<file path="src/rtl/ntt_pkg.sv">
`default_nettype none
// ============================================================================
//  Module      : ntt_pkg
//  Description : Shared constants and FSM encoding for the NTT BRAM stream
//                reader and its FIFO.
//  Revision    : 1.0  initial release
// ============================================================================
package ntt_pkg;

    localparam int C_D_SIZE_DEFAULT  = 52;
    localparam int C_Q_DEPTH_DEFAULT = 8;

    typedef enum logic [1:0] {
        S_IDLE  = 2'd0,
        S_RUN   = 2'd1,
        S_DRAIN = 2'd2,
        S_DONE  = 2'd3
    } rdr_state_t;

endpackage
`default_nettype wire

</file>
<file path="src/rtl/bram_rdr_fifo.sv">
`default_nettype none
// ============================================================================
//  Module      : bram_rdr_fifo
//  Description : Two-entry synchronous FIFO holding words captured from BRAM
//                while the downstream stream is stalled.
//  Revision    : 1.0  initial release
// ============================================================================
module bram_rdr_fifo
    import ntt_pkg::*;
#(
    parameter int D_SIZE = C_D_SIZE_DEFAULT
) (
    input  logic              clk,
    input  logic              rst_n,
    input  logic              push,
    input  logic [D_SIZE-1:0] din,
    input  logic              pop,
    output logic [D_SIZE-1:0] dout,
    output logic [1:0]        count
);

    logic [D_SIZE-1:0] r_mem [2];
    logic              r_wr_ptr;
    logic              r_rd_ptr;
    logic [1:0]        r_count;
    logic              w_do_push;
    logic              w_do_pop;

    assign w_do_pop  = pop && (r_count != 2'd0);
    // A full FIFO still accepts a push when the head leaves in the same cycle.
    assign w_do_push = push && ((r_count != 2'd2) || w_do_pop);

    always_ff @(posedge clk) begin
        if (!rst_n) begin
            r_mem[0] <= '0;
            r_mem[1] <= '0;
            r_wr_ptr <= 1'b0;
            r_rd_ptr <= 1'b0;
            r_count  <= 2'd0;
        end else begin
            if (w_do_push) begin
                r_mem[r_wr_ptr] <= din;
                r_wr_ptr        <= ~r_wr_ptr;
            end
            if (w_do_pop) begin
                r_rd_ptr <= ~r_rd_ptr;
            end
            case ({w_do_push, w_do_pop})
                2'b10:   r_count <= r_count + 2'd1;
                2'b01:   r_count <= r_count - 2'd1;
                default: r_count <= r_count;
            endcase
        end
    end

    assign dout  = r_mem[r_rd_ptr];
    assign count = r_count;

endmodule
`default_nettype wire

</file>
<file path="src/rtl/bram_stream_reader.sv">
`default_nettype none
// ============================================================================
//  Module      : bram_stream_reader
//  Description : Reads a burst of len words from a posedge BRAM starting at
//                base and streams them out with valid/ready and a last flag.
//                Define BRAM_RDR_BITREV_EN for bit-reversed address order.
//  Revision    : 1.0  initial release
// ============================================================================
module bram_stream_reader
    import ntt_pkg::*;
#(
    parameter int D_SIZE  = C_D_SIZE_DEFAULT,
    parameter int Q_DEPTH = C_Q_DEPTH_DEFAULT
) (
    input  logic               clk,
    input  logic               rst_n,
    input  logic               start,
    input  logic [Q_DEPTH-1:0] base,
    input  logic [Q_DEPTH:0]   len,
    output logic               busy,
    output logic               done,
    output logic [Q_DEPTH-1:0] rd_addr,
    input  logic [D_SIZE-1:0]  rd_dout,
    output logic               out_valid,
    input  logic               out_ready,
    output logic [D_SIZE-1:0]  out_data,
    output logic               out_last
);

    rdr_state_t         r_state;
    rdr_state_t         w_state_next;

    logic [Q_DEPTH-1:0] r_base;
    logic [Q_DEPTH:0]   r_len;
    logic [Q_DEPTH:0]   r_idx;
    logic [Q_DEPTH-1:0] r_rd_addr;
    logic               r_inflight;
    logic               r_inflight_last;

    logic [Q_DEPTH-1:0] w_offset;
    logic [Q_DEPTH-1:0] w_rd_addr_next;
    logic [1:0]         w_fifo_count;
    logic [D_SIZE:0]    w_fifo_din;
    logic [D_SIZE:0]    w_fifo_dout;
    logic               w_fifo_empty;
    logic               w_fifo_push;
    logic               w_fifo_pop;
    logic               w_pop;
    logic [2:0]         w_occ;
    logic               w_issue;
    logic               w_last_issue;

`ifdef BRAM_RDR_BITREV_EN
    genvar gi;
    generate
        for (gi = 0; gi < Q_DEPTH; gi++) begin : g_bitrev
            assign w_offset[gi] = r_idx[Q_DEPTH-1-gi];
        end
    endgenerate
`else
    assign w_offset = r_idx[Q_DEPTH-1:0];
`endif

    assign w_rd_addr_next = r_base + w_offset;

    // The word arriving on rd_dout is offered directly when the FIFO is
    // empty, which gives the one-word-per-cycle two-cycle start latency.
    assign w_fifo_empty = (w_fifo_count == 2'd0);
    assign out_valid    = !w_fifo_empty || r_inflight;
    assign w_pop        = out_valid && out_ready;
    assign w_fifo_din   = {r_inflight_last, rd_dout};
    assign w_fifo_pop   = w_pop && !w_fifo_empty;
    assign w_fifo_push  = r_inflight && !(w_fifo_empty && w_pop);

    assign {out_last, out_data} = !w_fifo_empty ? w_fifo_dout :
                                  (r_inflight  ? w_fifo_din  : '0);

    // Words held or on their way must never exceed the two FIFO slots.
    assign w_occ        = {1'b0, w_fifo_count} + {2'b00, r_inflight};
    assign w_issue      = (r_state == S_RUN) && ((w_occ - {2'b00, w_pop}) < 3'd2);
    assign w_last_issue = w_issue && (r_idx == (r_len - 1'b1));

    assign rd_addr = w_issue ? w_rd_addr_next : r_rd_addr;

    always_comb begin
        w_state_next = r_state;
        busy         = 1'b0;
        done         = 1'b0;
        case (r_state)
            S_IDLE: begin
                if (start) begin
                    w_state_next = (len == '0) ? S_DONE : S_RUN;
                end
            end
            S_RUN: begin
                busy = 1'b1;
                if (w_last_issue) begin
                    w_state_next = S_DRAIN;
                end
            end
            S_DRAIN: begin
                busy = 1'b1;
                if (w_pop && out_last) begin
                    w_state_next = S_DONE;
                end
            end
            S_DONE: begin
                done         = 1'b1;
                w_state_next = S_IDLE;
            end
            default: w_state_next = S_IDLE;
        endcase
    end

    always_ff @(posedge clk) begin
        if (!rst_n) begin
            r_state <= S_IDLE;
        end else begin
            r_state <= w_state_next;
        end
    end

    always_ff @(posedge clk) begin
        if (!rst_n) begin
            r_base          <= '0;
            r_len           <= '0;
            r_idx           <= '0;
            r_rd_addr       <= '0;
            r_inflight      <= 1'b0;
            r_inflight_last <= 1'b0;
        end else begin
            r_inflight      <= w_issue;
            r_inflight_last <= w_last_issue;
            if ((r_state == S_IDLE) && start) begin
                r_base <= base;
                r_len  <= len;
                r_idx  <= '0;
            end
            if (w_issue) begin
                r_rd_addr <= w_rd_addr_next;
                r_idx     <= r_idx + 1'b1;
            end
        end
    end

    bram_rdr_fifo #(
        .D_SIZE (D_SIZE + 1)
    ) u_fifo (
        .clk   (clk),
        .rst_n (rst_n),
        .push  (w_fifo_push),
        .din   (w_fifo_din),
        .pop   (w_fifo_pop),
        .dout  (w_fifo_dout),
        .count (w_fifo_count)
    );

endmodule
`default_nettype wire

</file>
<file path="config.mk">
export PLATFORM = sky130hd
export DESIGN_NAME = bram_stream_reader
export DESIGN_NICKNAME = d
export VERILOG_FILES = /design/src/rtl/ntt_pkg.sv /design/src/rtl/bram_rdr_fifo.sv /design/src/rtl/bram_stream_reader.sv
export SDC_FILE = /design/constraint.sdc
export NUM_CORES = 1
export LEC_CHECK = 0
export ABC_AREA = 0
export BUFFER_PORTS_ARGS = -buffer_cell sky130_fd_sc_hd__buf_2
export CAP_MARGIN = 20
export CORE_ASPECT_RATIO = 1.1
export CORE_MARGIN = 2
export CORE_UTILIZATION = 50
export DETAILED_ROUTE_END_ITERATION = 10
export PLACE_DENSITY_LB_ADDON = 0.25
export SLEW_MARGIN = 5
export SYNTH_ARGS = -nofsm -noshare
export SYNTH_HDL_FRONTEND = slang
export SYNTH_SLANG_ARGS = --single-unit
</file>
<file path="constraint.sdc">
create_clock -name clk -period 5.3 [get_ports clk]
set_input_delay 0 -clock clk [delete_from_list [all_inputs] [get_ports clk]]
set_output_delay 0 -clock clk [all_outputs]
set_load 0.02 [all_outputs]
</file>
==> results of run 1 <==
-- power groups by stage --
stage                     registers [W]  logic, W  clock network [W]
after CTS                       0.00149   0.00122            0.00121
final                           0.00149   0.00122            0.00120
after global placement          0.00151   0.00115                  0
after global routing            0.00151   0.00134            0.00127
after floorplan                 0.00145  0.000876                  0
after detailed placement        0.00151   0.00118                  0
-- layout make-up --
type                    instances  area [um^2]
clock buffers                  18        429.2
clock inverters                14        160.2
fillers                      1151         4886
inverters                      11        41.29
multi-input cells             510         3247
flip-flops and latches        149         4049
well taps                     192        240.2
repair buffers                213         1451
-- tightest hold or removal path, delay by kind of cell --
family                 cells  cell delay [ns]
buffers and inverters      1             0.23
AND/OR/NAND/NOR            1             0.11
multiplexers               1             0.06
-- cell families after synthesis --
family | Yosys count
xor gates and xnor gates | 20
and+or+nand+nor | 290
DFF | 149
adders and majority gates | 17
muxes | 57
AOI/OAI and AO/OA | 126
buffers and inverters | 58
-- routing by layer --
layer  routed length (um)  vias up
met5                    0        -
met2                 9322      185
met3                  882       23
li1                     -     2910
met4                  321        0
met1                 7518     2821
-- how the worst max path moves through the flow --
stage,start,end,slack (ns),cells after the start
6_report,u_fifo.count[0],r_state[0],1.67,9
5_1_grt,r_inflight,r_state[0],1.26,9
4_1_cts,r_inflight,r_state[0],1.64,9
3_5_place_dp,r_inflight,r_state[0],1.66,9
3_3_place_gp,u_fifo.count[0],r_state[0],1.80,9
2_1_floorplan,u_fifo.count[0],u_fifo.r_mem[1][0],0.25,3
-- state kept, by name (all words and copies together), names as in the netlist, 2 cells and up, named ones only --
name / count
r_rd_addr: 8
r_idx: 9
r_len: 9
r_state: 2
u_fifo.r_mem: 106
u_fifo.count: 2
r_base: 8
-- synthesized netlist by cell type, drive strengths merged (2+ instances only) --
master / number / area share
xor2: 9 / 0.011
inv: 11 / 0.0055
edfxtp: 106 / 0.43
clkbuf: 40 / 0.020
nor2: 19 / 0.0096
fa: 2 / 0.0054
o21ai: 72 / 0.048
xnor2: 11 / 0.013
and2: 115 / 0.096
nor2b: 7 / 0.0059
ha: 15 / 0.025
buf: 7 / 0.0035
and3: 3 / 0.0025
a31oi: 4 / 0.0034
nand2: 63 / 0.032
dfxtp: 43 / 0.12
nand3: 60 / 0.040
a21oi: 34 / 0.023
and3b: 2 / 0.0023
nor3: 3 / 0.0020
o31ai: 3 / 0.0030
nor4: 4 / 0.0034
a21o: 2 / 0.0020
o21a: 2 / 0.0020
or3: 7 / 0.0059
mux2i: 56 / 0.075
or2: 2 / 0.0017
nand4: 2 / 0.0017
-- through the flow --
| step | util | setup slack, ns | power, W | cell area (um^2) | cells |
|---|---|---|---|---|---|
| floorplan | - | 0.2458 | 0.002323 | 7466 | 717 |
| global placement | 0.5730 | 1.797 | 0.002656 | 8310 | 1005 |
| detailed placement | 0.5730 | 1.655 | 0.002691 | 8310 | 1005 |
| CTS | 0.6612 | 1.636 | 0.003928 | 9590 | 1106 |
| global route | 0.6631 | 1.265 | 0.004116 | 9618 | 1107 |
| finish | 0.6631 | 1.670 | 0.003914 | 9618 | 1107 |
==> impl_metrics.yaml, run 1 <==
final_layout:
  drive_above_1_share: 0.2011
  layout-area-overhead-vs-synth_pct: 28.83
  nets: 992
  final_common_cell: "buf_2"
  final_cell_mix: "136 x buf_2, 114 x and2_1, 106 x edfxtp_1"
  diodes: 0
drt:
  vias: 5939
  initialDrtViolationCount: 396
  ant_nets: 0
  wl_per_cell_um: 16.30
  vias_per_cell: 5.365
  drc: 0
  dr.pass1.iters: 4
  routed_wl_um: 18050
cts:
  cts_made_buffers: 17
  cts_setup_buffers: 0
  cts_buffer_depth: 2
  tritoncts: "done"
  htree_levels: 4
  cts_root_buf: "clkbuf_16"
  hold_buffers: 69
  clock_latency_ns: 0.42
  clk_pin_slew_ns: 0.06
  post_cts_resized: 0
  clock_sinks: 149
critical_path:
  rrSetupSlack_ns: 1.67
  crit_buf_inv: 0
  critPathRequiredTime_ns: 5.59
  endpoint_kind: "flip-flop"
  critPathMaxFanout: 24
  rr_startpoint: "u_fifo.count[0]"
  critPathSlowestCell: "nand3_1"
  cpPeakStageDelay_ns: 0.62
  start_kind: "flip-flop"
  reg2reg_to: "r_state[0]"
  worstPathCellList: "or3_1 > and3b_1 > fa_1 > xnor2_1 > nand3_1 > a2111oi_2 > o2111ai_1 > a221o_1 > mux2i_1"
  reg2reg_depth: 9
  critPathArrivalTime_ns: 3.92
  worst-setup-path-type: "reg -> reg"
  critPathTopFamily: "simple AND/OR/NAND/NOR gates"
grt:
  grtUsageMet3: 0.04758
  grt.busiest_layer: "met2"
  globalRouteMet1Util: 0.2761
  antenna_found_initial: 0
  grt_pass1_wl_um: 29210
  grt-ovfl-total: 0
  grt_pass1_vias: 5908
  use_met2: 0.4090
  grtUsageTotal: 0.2309
  grt_max_degree: 77
die:
  ios: 137
  die_w_um: 120.5
  initial_core_util: 0.5148
  rows: 46
  die_h_um: 132.2
  die_area_um2: 15930
  coreArea_um2: 14500
timing:
  drv_slew: 0
  finalCriticalPeriod_ns: 3.630
  fin_crit_sh: 0.6849
  setup_viol: 0
  relSlewSlack: 0.2867
  rsz0062_at_grt: "false"
  skew_ns: 0.008555
  fmax_mhz: 275.5
  tns_ns: 0
  hold_viol: 0
  holdWs_ns: 0.03501
  tightest_slew_ns: 1.069
worst_hold_path:
  hp-class: "in -> reg"
  min_from: "rst_n"
  whs_endpoint: "r_state[1]"
  min_path_cells: 3
power:
  peakVddDrop_uv: 251.9
  p_int_w: 0.002538
  seqPwrFrac: 0.381
  power_density_nw_per_um2: 407.0
  power.switching_w: 0.001376
  clockPowerShare: 0.306
  switching_share: 0.3516
  leakagePower_nw: 3.837
  comb_power_share: 0.313
logic_synthesis:
  yosysSeqAreaShare: 0.5416
  yosys.area_share.simple: 0.2061
  synth-edff-count: 106
  ys.flop_type: "edfxtp_1"
  synth_top_family_by_area: "simple AND/OR/NAND/NOR gates"
  synth-xor-area-share: 0.02346
  syn-mean-instance-area_um2: 10.41
  ys_warn_count: 0
  syn_nets: 807
  synth_seq_cells: 149
  async_reset_ff_frac: 0
  synth_area_um2: 7466
  synth_cells: 717
  synth_fa_ha_area_frac: 0.03050
  synthMuxAreaShare: 0.07659
  synth_compound_area_frac: 0.09251
  synthDistinctLibCells: 43
place:
  dpl.hpwl_um: 10870
  gp_congestion: 0.8126
  io_buffers: 136
job:
  max_cap_violations: 0
outcome:
  status: "complete, no violations"
Note: power is estimated with default switching activity, not from simulation.
==> inputs of run 2 (changes only) <==
Settings changed: ABC_AREA 0 to 1.
Clock period 5.3 ns to 3.75 ns, I/O delays scaled along.
==> run 2 against run 1 <==
Net effect:
- combinational power grew 20%
- highest routed layer unchanged
- critical endpoint is now rd_addr[6]
- non-clock buffer count is 1 higher
- first-iteration DRC count decreased by 1.0%
- sequential share of layout area up 0.45 points
- largest power group unchanged
- count of clock-buffer cells in the layout stayed put
==> impl_metrics.yaml, run 2 <==
outcome:
  status: "complete, no violations"
cts:
  clock_sinks: 149
  cts_made_buffers: 17
  clk_pin_slew_ns: 0.06
  cts_root_buf: "clkbuf_16"
  cts_buffer_depth: 2
  tritoncts: "done"
  clock_latency_ns: 0.42
  htree_levels: 4
final_layout:
  reg.largest.list: "u_fifo.r_mem (106), r_idx (9), r_len (9)"
  regMostFlops: "u_fifo.r_mem"
  final_cells: 1213
  nets: 1098
  final_common_cell: "nor2_1"
  final_cell_mix: "172 x nor2_1, 136 x buf_2, 106 x edfxtp_1"
  largest_register_ffs: 106
  drive_above_1_share: 0.2214
  fin_util: 0.6605
  layout-area-overhead-vs-synth_pct: 29.18
  diodes: 0
logic_synthesis:
  synth_seq_cells: 149
  synth-edff-count: 106
  yosysMostFrequentCell: "nor2_1"
  syn_nets: 905
  synth_top_area_share: 0.4327
  syn-mean-instance-area_um2: 9.027
  synthDistinctLibCells: 37
  async_reset_ff_frac: 0
  synth_area_um2: 7357
  ys.flop_type: "edfxtp_1"
  ys_warn_count: 0
  synth_largest_area_cell: "edfxtp_1"
  netlist_top_cells_count: "172 x nor2_1, 106 x edfxtp_1, 99 x inv_1, 83 x o21ai_0, 68 x nand2_1"
  synth_cells: 815
  synth_area_leaders: "edfxtp_1 43%, dfxtp_1 12%, nor2_1 8.8%"
  yosysSeqAreaShare: 0.5497
drt:
  wl_per_cell_um: 14.35
  drc: 0
  routed_wl_um: 17400
  ant_nets: 0
  vias: 6260
  initialDrtViolationCount: 392
  dr.pass1.iters: 5
  vias_per_cell: 5.161
timing:
  rsz0062_at_grt: "false"
  fmax_mhz: 295.2
  setup_viol: 0
  hold_viol: 0
  finalCriticalPeriod_ns: 3.388
  drv_slew: 0
  layout_setup_ws_ns: 0.3624
  relSlewSlack: 0.3183
  fin_crit_sh: 0.9034
  skew_ns: 0.006595
  tightest_slew_ns: 1.021
  tns_ns: 0
die:
  initial_core_util: 0.5113
  die_w_um: 119.7
  coreArea_um2: 14390
  ios: 137
  die_h_um: 131.2
  die_area_um2: 15700
  rows: 46
critical_path:
  critPathArrivalTime_ns: 3.39
  critPathSlowestCell: "fa_1"
  worstPathCellList: "nor2_4 > inv_2 > or2_4 > nand2_2 > nor2_1 > o21ai_0 > fa_1 > nand2_1 > nand3b_1 > buf_4 > inv_1 > or2_2 > o21ai_0 > inv_1 > buf_2"
  critPathMaxFanout: 22
  worst-setup-path-type: "reg -> out"
  critPathTopFamily: "simple AND/OR/NAND/NOR gates"
  cpPeakStageDelay_ns: 0.45
  critPathRequiredTime_ns: 3.75
  endpoint_kind: "output pin"
  crit_buf_inv: 5
  start_kind: "flip-flop"
grt:
  grt_pass1_vias: 6054
  grt-ovfl-total: 0
  grtUsageTotal: 0.2240
  antenna_found_initial: 0
  grt_max_degree: 55
  grt_pass1_wl_um: 28240
place:
  dpl_worst_slack_ns: 0.7656
  io_buffers: 136
  dpl.hpwl_um: 10160
  dp.cells: 1112
  gp_congestion: 0.8334
job:
  max_cap_violations: 0
power:
  leakagePower_nw: 4.298
  peakVddDrop_uv: 376.8
  power_density_nw_per_um2: 564.3
worst_hold_path:
  hp-class: "in -> reg"
[run 2: worst register-to-register path: cells and delay by family, from the launching register on]
| kind | cells | cell delay, ns |
|---|---|---|
| AOI/OAI and AO/OA | 3 | 0.58 |
| DFF | 1 | 0.49 |
| buffers and inverters | 3 | 0.68 |
| and+or+nand+nor | 6 | 0.61 |
| adders and majority gates | 1 | 0.50 |
[run 2: repair_timing]
item	in CTS	in global routing
resized for setup	0	0
endpoints found under the setup margin	0	0
buffers inserted	0	0
hold buffers	69	0
endpoints found under the hold margin	121	0
[run 2: logic make-up after synthesis]
family	count (synthesis)	synth area share
simple gates	317	0.1871
compound gates	181	0.1386
flops	149	0.5497
buf+inv	142	0.08282
fa+ha+maj	17	0.03095
xor+xnor	8	0.009523
mux	1	0.001361
[run 2: cell type report]
class | instances | area [um^2]
Tap cell | 192 | 240.2
Clock inverter | 14 | 232.7
Clock buffer | 18 | 429.2
Multi-Input combinational cell | 524 | 2711
Sequential cell | 149 | 4044
Timing Repair Buffer | 214 | 1464
Fill cell | 1165 | 4885
Inverter | 102 | 382.9
[run 2: power breakdown]
group / internal [W] / switching (W)
registers: 0.00193 / 0.0000823
logic: 0.000518 / 0.000948
clock network: 0.00124 / 0.000646
total: 0.00369 / 0.00168
[run 2: per-layer routing]
layer | vias up | track usage | wire length (um) | part of all wire
met1 | 2935 | 0.2732 | 7309 | 0.42
met3 | 27 | 0.04123 | 790 | 0.045
met4 | 0 | 0.09412 | 343 | 0.020
li1 | 3123 | - | - | -
met5 | - | 0 | 0 | 0
met2 | 175 | 0.3876 | 8960 | 0.51
[run 2: path summary, 6_finish.rpt]
path,slack (ns),depth (start not counted),from,endpoint
min,0.03,4,out_ready,u_fifo.r_rd_ptr
min reg2reg,0.47,1,u_fifo.r_rd_ptr,u_fifo.r_rd_ptr
max reg2reg,0.77,13,u_fifo.count[1],r_idx[2]
max,0.36,15,u_fifo.count[1],rd_addr[6]
[run 2: per-stage QoR]
stage / hold WS [ns] / power, W / cell area, um^2
after detailed placement: 0.2563 / 0.003451 / 8152
after global placement: 0.2519 / 0.003429 / 8152
after CTS: 0.01676 / 0.005391 / 9504
after floorplan: 0.1667 / 0.003032 / 7357
after global routing: 0.05770 / 0.005620 / 9504
final: 0.03498 / 0.005363 / 9504
==> inputs of run 3 (changes only) <==
--- a/config.mk
+++ b/config.mk
@@ -9,3 +9,2 @@
 export BUFFER_PORTS_ARGS = -buffer_cell sky130_fd_sc_hd__buf_2
-export CAP_MARGIN = 20
 export CORE_ASPECT_RATIO = 1.1
==> constraint.sdc (replaced) <==
create_clock -name clk -period 3.75 [get_ports clk]
set_input_delay 0.1875 -clock clk [delete_from_list [all_inputs] [get_ports clk]]
set_output_delay 0.1875 -clock clk [all_outputs]
set_load 0.02 [all_outputs]
==> run 3 against run 2 <==
Net effect:
- sequential cell count is the same
- sequential share of layout area up 3.2 points
- combinational power about the same
- critical path depth down 2
- sequential power is essentially flat
- clock power barely moved
- total power fell by 0.42%
- final cell count decreased by 5.3%
- fmax up 1.6%
- critical endpoint is now rd_addr[0]
==> impl_metrics.yaml, run 3 (synthesized netlist as in run 2, its figures left out) <==
drt:
  wl_per_cell_um: 14.74
  dr.pass1.iters: 5
  vias: 6035
  vias_per_cell: 5.252
  routed_wl_um: 16940
  drc: 0
  ant_nets: 0
  initialDrtViolationCount: 439
die:
  rows: 46
  die_w_um: 119.7
  initial_core_util: 0.5113
  ios: 137
  die_area_um2: 15700
  coreArea_um2: 14390
  die_h_um: 131.2
cts:
  clk_pin_slew_ns: 0.06
  cts_made_buffers: 17
  clock_sinks: 149
  clock_latency_ns: 0.41
  htree_levels: 4
  hold_buffers: 0
  cts_root_buf: "clkbuf_16"
  cts_buffer_depth: 2
  tritoncts: "done"
place:
  gp_congestion: 0.8529
  placed_cell_area_um2: 8159
  dpl.hpwl_um: 10440
  dpl_worst_slack_ns: 0.7650
  io_buffers: 136
timing:
  tightest_slew_ns: 1.044
  drv_slew: 0
  holdWs_ns: 0.02392
  hold_viol: 0
  fin_crit_sh: 0.8895
  fmax_mhz: 299.8
  layout_setup_ws_ns: 0.4146
  relSlewSlack: 0.3040
  finalCriticalPeriod_ns: 3.335
  rsz0062_at_grt: "false"
  skew_ns: 0.005448
  setup_viol: 0
  tns_ns: 0
grt:
  grt_max_degree: 55
  grt_pass1_wl_um: 27470
  antenna_found_initial: 1
  grt-ovfl-total: 0
  grt_pass1_vias: 5777
  grtUsageTotal: 0.2203
power:
  leakagePower_nw: 4.017
  peakVddDrop_uv: 337.8
  power_density_nw_per_um2: 603.8
  total_power_w: 0.005341
final_layout:
  finalInstanceArea_um2: 8845
  layout-area-overhead-vs-synth_pct: 20.22
  final_common_cell: "nor2_1"
  final_cell_mix: "172 x nor2_1, 136 x buf_2, 106 x edfxtp_1"
  regMostFlops: "u_fifo.r_mem"
  drive_above_1_share: 0.2406
  nets: 1033
  nFillCells: 1308
  reg.largest.list: "u_fifo.r_mem (106), r_idx (9), r_len (9)"
  largest_register_ffs: 106
critical_path:
  critPathRequiredTime_ns: 3.56
  worst-setup-path-type: "reg -> out"
  critPathMaxFanout: 7
  start_kind: "flip-flop"
  endpoint_kind: "output pin"
  critPathArrivalTime_ns: 3.15
job:
  max_cap_violations: 0
worst_hold_path:
  hp-class: "in -> reg"
outcome:
  status: "complete, no violations"
run 3: path summary, 6_finish.rpt:
path | slack [ns] | depth (start not counted) | endpoint | startpoint
max | 0.41 | 13 | rd_addr[0] | u_fifo.count[1]
min | 0.02 | 3 | r_base[4] | base[4]
max reg2reg | 0.76 | 14 | r_idx[7] | u_fifo.count[1]
min reg2reg | 0.45 | 1 | u_fifo.r_rd_ptr | u_fifo.r_rd_ptr
run 3: timing repair:
action                                  CTS  global route
setup buffers                             0             1
endpoints found under the hold margin     0             0
resized for setup                         0             1
endpoints found under the setup margin    0             4
run 3: worst max-delay path: stages (launching register included):
cell and delay (ns):
dfxtp_1 0.39, nor2_4 0.18, inv_2 0.05, or2_4 0.23, nand2_2 0.10, nor2_1 0.07
o21ai_0 0.20, fa_1 0.45, nand2_1 0.06, nand3b_1 0.19, buf_4 0.17, clkinvlp_2 0.25
a21oi_1 0.22, buf_2 0.18
run 3: metrics by stage:
step           utilization  cells
4_1_cts             0.6130   1145
3_3_place_gp        0.5670   1113
6_report            0.6147   1149
2_1_floorplan            -    815
3_5_place_dp        0.5670   1113
5_1_grt             0.6145   1148
run 3: routing by layer:
metal  GRT usage  vias to the layer above  share of wire
met5           0                        -              0
met4      0.1007                        0          0.023
met3     0.04384                       31          0.054
met2      0.3737                      183           0.50
met1      0.2697                     2826           0.42
li1            -                     2995              -
run 3: layout make-up:
class,instances,area (um^2),share of cell area
clock buffers,18,429.2,0.04852
inverters,102,386.6,0.04371
multi-input cells,524,2711,0.3065
diodes,1,2.502,0.0002829
flip-flops and latches,149,4044,0.4572
repair inverters,2,10.01,0.001132
well taps,192,240.2,0.02716
clock inverters,14,232.7,0.02631
repair buffers,147,788.3,0.08912
run 3: where the power goes:
| group | leakage, nW | switching (W) | internal, W |
|---|---|---|---|
| logic | 2.25 | 0.000964 | 0.000482 |
| clock network | 0.321 | 0.000642 | 0.00124 |
| registers | 1.45 | 0.0000819 | 0.00193 |
